===== src/rtl/cfu_ram_arbiter.sv =====
// Round-robin arbiter sharing the CFU Wishbone read port between the image
// fetcher (port 0) and the filter preload engine (port 1), with retry on error/timeout.
module cfu_ram_arbiter #(
    parameter int TIMEOUT   = 64,
    parameter int MAX_RETRY = 3
) (
    input  logic        clk,
    input  logic        reset_n,
    input  logic        req0_valid,
    input  logic [29:0] req0_adr,
    output logic        req0_ready,
    input  logic        req1_valid,
    input  logic [29:0] req1_adr,
    output logic        req1_ready,
    output logic        rsp0_valid,
    output logic [31:0] rsp0_data,
    output logic        rsp0_err,
    output logic        rsp1_valid,
    output logic [31:0] rsp1_data,
    output logic        rsp1_err,
    output logic [29:0] cfu_ram_adr,
    output logic        cfu_ram_cyc,
    output logic        cfu_ram_stb,
    output logic        cfu_ram_we,
    output logic [3:0]  cfu_ram_sel,
    output logic [2:0]  cfu_ram_cti,
    output logic [1:0]  cfu_ram_bte,
    output logic [31:0] cfu_ram_dat_mosi,
    input  logic [31:0] cfu_ram_dat_miso,
    input  logic        cfu_ram_ack,
    input  logic        cfu_ram_err
);
    localparam int TW = (TIMEOUT > 1) ? $clog2(TIMEOUT) : 1;
    localparam int RW = (MAX_RETRY > 0) ? $clog2(MAX_RETRY + 1) : 1;

    typedef enum logic [1:0] {IDLE, ISSUE, BACKOFF, RESP} state_t;

    state_t          state;
    logic            owner;
    logic            last_grant;
    logic            cyc;
    logic [TW-1:0]   tmo_cnt;
    logic [RW-1:0]   retry_cnt;
    logic            grant0;
    logic            grant1;

    // On a tie the port that did not win last time is granted.
    always_comb begin
        grant0 = (state == IDLE) && req0_valid && (!req1_valid || last_grant);
        grant1 = (state == IDLE) && req1_valid && (!req0_valid || !last_grant);
    end

    assign req0_ready       = grant0;
    assign req1_ready       = grant1;
    assign cfu_ram_cyc      = cyc;
    assign cfu_ram_stb      = cyc;
    assign cfu_ram_we       = 1'b0;
    assign cfu_ram_sel      = 4'b1111;
    assign cfu_ram_cti      = 3'b000;
    assign cfu_ram_bte      = 2'b00;
    assign cfu_ram_dat_mosi = 32'h0;

    always_ff @(posedge clk) begin
        if (!reset_n) begin
            state       <= IDLE;
            cyc         <= 1'b0;
            cfu_ram_adr <= '0;
            owner       <= 1'b0;
            last_grant  <= 1'b1;
            tmo_cnt     <= '0;
            retry_cnt   <= '0;
            rsp0_valid  <= 1'b0;
            rsp0_data   <= '0;
            rsp0_err    <= 1'b0;
            rsp1_valid  <= 1'b0;
            rsp1_data   <= '0;
            rsp1_err    <= 1'b0;
        end else begin
            // Response signals are a single-cycle pulse unless set below.
            rsp0_valid <= 1'b0;
            rsp0_data  <= '0;
            rsp0_err   <= 1'b0;
            rsp1_valid <= 1'b0;
            rsp1_data  <= '0;
            rsp1_err   <= 1'b0;
            case (state)
                IDLE: begin
                    if (grant0 || grant1) begin
                        owner       <= grant1;
                        last_grant  <= grant1;
                        cfu_ram_adr <= grant1 ? req1_adr : req0_adr;
                        retry_cnt   <= '0;
                        tmo_cnt     <= '0;
                        cyc         <= 1'b1;
                        state       <= ISSUE;
                    end
                end
                ISSUE: begin
                    if (cfu_ram_ack && !cfu_ram_err) begin
                        cyc   <= 1'b0;
                        state <= RESP;
                        if (owner) begin
                            rsp1_valid <= 1'b1;
                            rsp1_data  <= cfu_ram_dat_miso;
                        end else begin
                            rsp0_valid <= 1'b1;
                            rsp0_data  <= cfu_ram_dat_miso;
                        end
                    end else if (cfu_ram_err || tmo_cnt == TW'(TIMEOUT - 1)) begin
                        cyc <= 1'b0;
                        if (retry_cnt < RW'(MAX_RETRY)) begin
                            retry_cnt <= retry_cnt + 1'b1;
                            tmo_cnt   <= '0;
                            state     <= BACKOFF;
                        end else begin
                            state <= RESP;
                            if (owner) begin
                                rsp1_valid <= 1'b1;
                                rsp1_err   <= 1'b1;
                            end else begin
                                rsp0_valid <= 1'b1;
                                rsp0_err   <= 1'b1;
                            end
                        end
                    end else begin
                        tmo_cnt <= tmo_cnt + 1'b1;
                    end
                end
                BACKOFF: begin
                    cyc   <= 1'b1;
                    state <= ISSUE;
                end
                RESP: begin
                    state <= IDLE;
                end
                default: begin
                    state <= IDLE;
                end
            endcase
        end
    end
endmodule


===== config.mk =====
export PLATFORM = sky130hd
export DESIGN_NAME = cfu_ram_arbiter
export DESIGN_NICKNAME = d
export VERILOG_FILES = /design/src/rtl/cfu_ram_arbiter.sv
export SDC_FILE = /design/constraint.sdc
export NUM_CORES = 1
export LEC_CHECK = 0
export ABC_AREA = 1
export BUFFER_PORTS_ARGS = -buffer_cell sky130_fd_sc_hd__buf_2
export CORE_UTILIZATION = 44
export CTS_CLUSTER_DIAMETER = 120
export DETAILED_ROUTE_END_ITERATION = 8
export PLACE_DENSITY = 0.79
export SLEW_MARGIN = 10
export SYNTH_ARGS = -nofsm -noshare
export SYNTH_HDL_FRONTEND = slang
export SYNTH_SLANG_ARGS = --single-unit

===== constraint.sdc =====
create_clock -name clk -period 1.8 [get_ports clk]
set_clock_uncertainty 0.05 [all_clocks]
set_input_delay 0.18 -clock clk [delete_from_list [all_inputs] [get_ports clk]]
set_output_delay 0.18 -clock clk [all_outputs]
set_load 0.03 [all_outputs]

==> impl_results.md <==
* Status: finished clean
* Worst VDD drop at 0.000469 V
* Req. time, crit path at between 1.5 and 2 ns
* Total length of routed wires at ~10 mm
* Async S/R FF share, synth at 0%
* Reg clk slew, reported paths at between 0.1 and 0.15 ns
* Setup CP Type: reg2out
* FF-to-FF End: tmo_cnt[5]$_SDFFE_PN0P_
* Register-to-Register Path Depth at 10
* Initial antenna violation count at 0
* P per Cell Area at around 980 nW/um2
* Netlist Area Pre-Place at 4380 um2
* Synth cell types at 25
* Ranking of synthesized cells by area: dfxtp_1 51%, nand2_1 8.1%, buf_4 7.9%
* Final setup viols at 0
* Top cell type by total area after synthesis: dfxtp_1
* Crit path from: state[1]$_SDFFE_PN0P_
* Leak at approximately 3.4 nW
* Mapped Cells at 550
* Residual DRC at 0
* CP Launch Type: flop
* Setup TNS at 0 ns
* Pins Over Slew Limit at 0
* Worst Setup End Kind: output pin
* Clock Latency Late Sink at ~0.36 ns
* Diode count at 0
* Row count at 36
* Die Footprint at a little over 10000 um2
* End-of-flow core utilization at roughly 60%
* Final worst path period need at 1.68 ns
* Max cap viols at 0
* Final Wtd Congestion at between 0.8 and 0.9
* Number of detailed-route iterations in the first pass at 5
* Detail Route Antenna Nets at 0
* Average vias per placed instance at between 4 and 5
* Num ports at roughly 240
* Seq/Total Area, Yosys at between 50 and 60%
* Drt initial violations at approximately 110
* Hold Startpoint: cfu_ram_dat_miso[31]
* RR Startpoint: tmo_cnt[0]$_SDFFE_PN0P_
* Vias in the first global route at 3541
* Final Hold Fails at 0
* All-Layer GR Usage at roughly a fifth
* GRT Residual Overflow at 0
* Setup crit end: req1_ready
* Hold Path Class: in2reg
* H-tree depth at 3
* Yosys Warn Count at 0
* Count leader, synth: dfxtp_1
* HPWL Detailed at 7.02 mm
* Worst path arrival time at approximately 1.5 ns
* Wire per inst at ~11 um
* Post-route cell area at roughly 5800 um2
* CORE AREA at ~9700 um2
* Final net count at just under 900
* Total CTS buffers at 9
* Initial Util at a little under half
* Num Clock Sinks at 111
* Yosys reg bits at ~110
* Number of port buffers at 199
* Bufs on Longest Clock Path at 2
* Proportion of layout cells with a drive suffix above 1 at about a third
* Fin crit share at 93.1%
* Area Overhead vs Synth at 33.2%
* Clock Tree Root: clkbuf_8
* RSZ-0062 raised after global routing: false
* Die height at a little over 100 um
* Syn Area/Cell at between 7 and 8 um2
* List of most frequent post-synthesis cells: 111 x dfxtp_1, 94 x nand2_1, 79 x nor2_1, 76 x inv_1, 46 x buf_4
* # Post-CTS Setup Buffers at 0
* First-pass GRT wire length at between 15 and 20 mm
* Commonest register cell after synthesis: dfxtp_1
* Largest net degree at the start of global routing at 40
* Top cell type's share of synthesized area at between 50% and 60%
* FILL cells at approximately 840
* Horiz. Die Dim at between 100 and 150 um
* Max Clk Rate at between 500 and 600 MHz
* Via count at roughly 4000
* Placement-stage cell area at 5300 um2
* Internal reg-to-reg setup slack at 0.20 ns
* Post-synth EDFFs at 0
* Max Fanout on Critical Path at 31
* CTS tree: built
[sequential cells by signal, summed over array words and instances (netlist names), 2 cells and up]
signal and cells:
tmo_cnt 6, cfu_ram_adr 30, state 2, rsp1_data 32, rsp0_data 32, retry_cnt 2
[cells in the final DEF, fill, tap and decap left out, drive strengths merged]
cell type and instances:
o211ai 30, dfxtp 111, nand3 47, buf 205, clkbuf 10, or2 1
conb 42, inv 92, o21ai 4, nor3 1, clkinv 3, nand2 98
a31oi 1, nand4 10, ha 2, a21oi 4, dlygate4sd3 30, nor2 83
[timing repair]
| item | CTS | global route |
|---|---|---|
| cloned | 0 | 0 |
| hold endpoints to repair | 55 | 1 |
| endpoints found under the setup margin | 1 | 1 |
| hold buffers | 29 | 1 |
| resized for setup | 2 | 4 |
[power breakdown]
part           internal [W]  total, W  switching [W]
sequential          0.00263   0.00273       0.000104
combinational      0.000493   0.00146       0.000972
clock              0.000563   0.00149       0.000930
total               0.00368   0.00569        0.00201
[through the flow]
stage / power (W) / cells / setup WS (ns) / hold WS (ns)
after global routing: 0.00602 / 907 / 0.0337 / 0.0188
after floorplan: 0.00388 / 590 / 0.371 / 0.265
final: 0.00569 / 907 / 0.123 / 0.0252
after CTS: 0.00572 / 906 / 0.00875 / 0.000950
after detailed placement: 0.00419 / 861 / 0.221 / 0.364
after global placement: 0.00418 / 861 / 0.281 / 0.357
[critical path, cell delays in order (launching register included)]
cell	delay, ns
dfxtp_1	0.40
nor2_4	0.14
nand3_2	0.15
clkinv_8	0.16
clkbuf_4	0.21
[metal layers]
metal,vias up,wire length (um),share of wire [%],global-route usage [%]
met1,1763,4440,43,21.5
met4,0,103,1.0,6.02
met2,162,4960,48,35.7
met3,11,800,7.8,4.90
met5,-,0,0,0
li1,2045,-,-,-
[area by class of cell]
| cell class | count | area, um2 | area share [%] |
|---|---|---|---|
| Timing Repair Buffer | 236 | 1380 | 23.6 |
| Sequential cell | 111 | 2220 | 38.1 |
| Tap cell | 133 | 166 | 2.85 |
| Multi-Input combinational cell | 323 | 1520 | 26.0 |
| Clock inverter | 7 | 81.3 | 1.40 |
| Clock buffer | 9 | 124 | 2.12 |
| Inverter | 88 | 343 | 5.88 |
[cell families (layout without fill, tap and decap cells)]
| family | after synthesis | count (layout) | share of synthesized area, % |
|---|---|---|---|
| flops | 111 | 111 | 50.8 |
| fa+ha+maj | 2 | 2 | 0.572 |
| compound gates | 39 | 39 | 6.29 |
| other cells | 2 | 42 | 0.172 |
| simple gates | 240 | 240 | 24.1 |
| buf+inv | 156 | 340 | 18.1 |
[worst min path at each step]
stage | end | slack [ns] | cells past startpoint
3_3_place_gp | rsp1_data[10]$_SDFF_PN0_ | 0.36 | 3
5_1_grt | rsp0_data[31]$_SDFF_PP0_ | 0.02 | 3
4_1_cts | rsp0_data[1]$_SDFF_PP0_ | 0.0009 | 3
6_report | rsp0_data[31]$_SDFF_PP0_ | 0.03 | 3
2_1_floorplan | rsp0_data[0]$_SDFF_PP0_ | 0.26 | 2
3_5_place_dp | rsp0_data[4]$_SDFF_PP0_ | 0.36 | 3
Note: power is estimated with default switching activity, not from simulation.
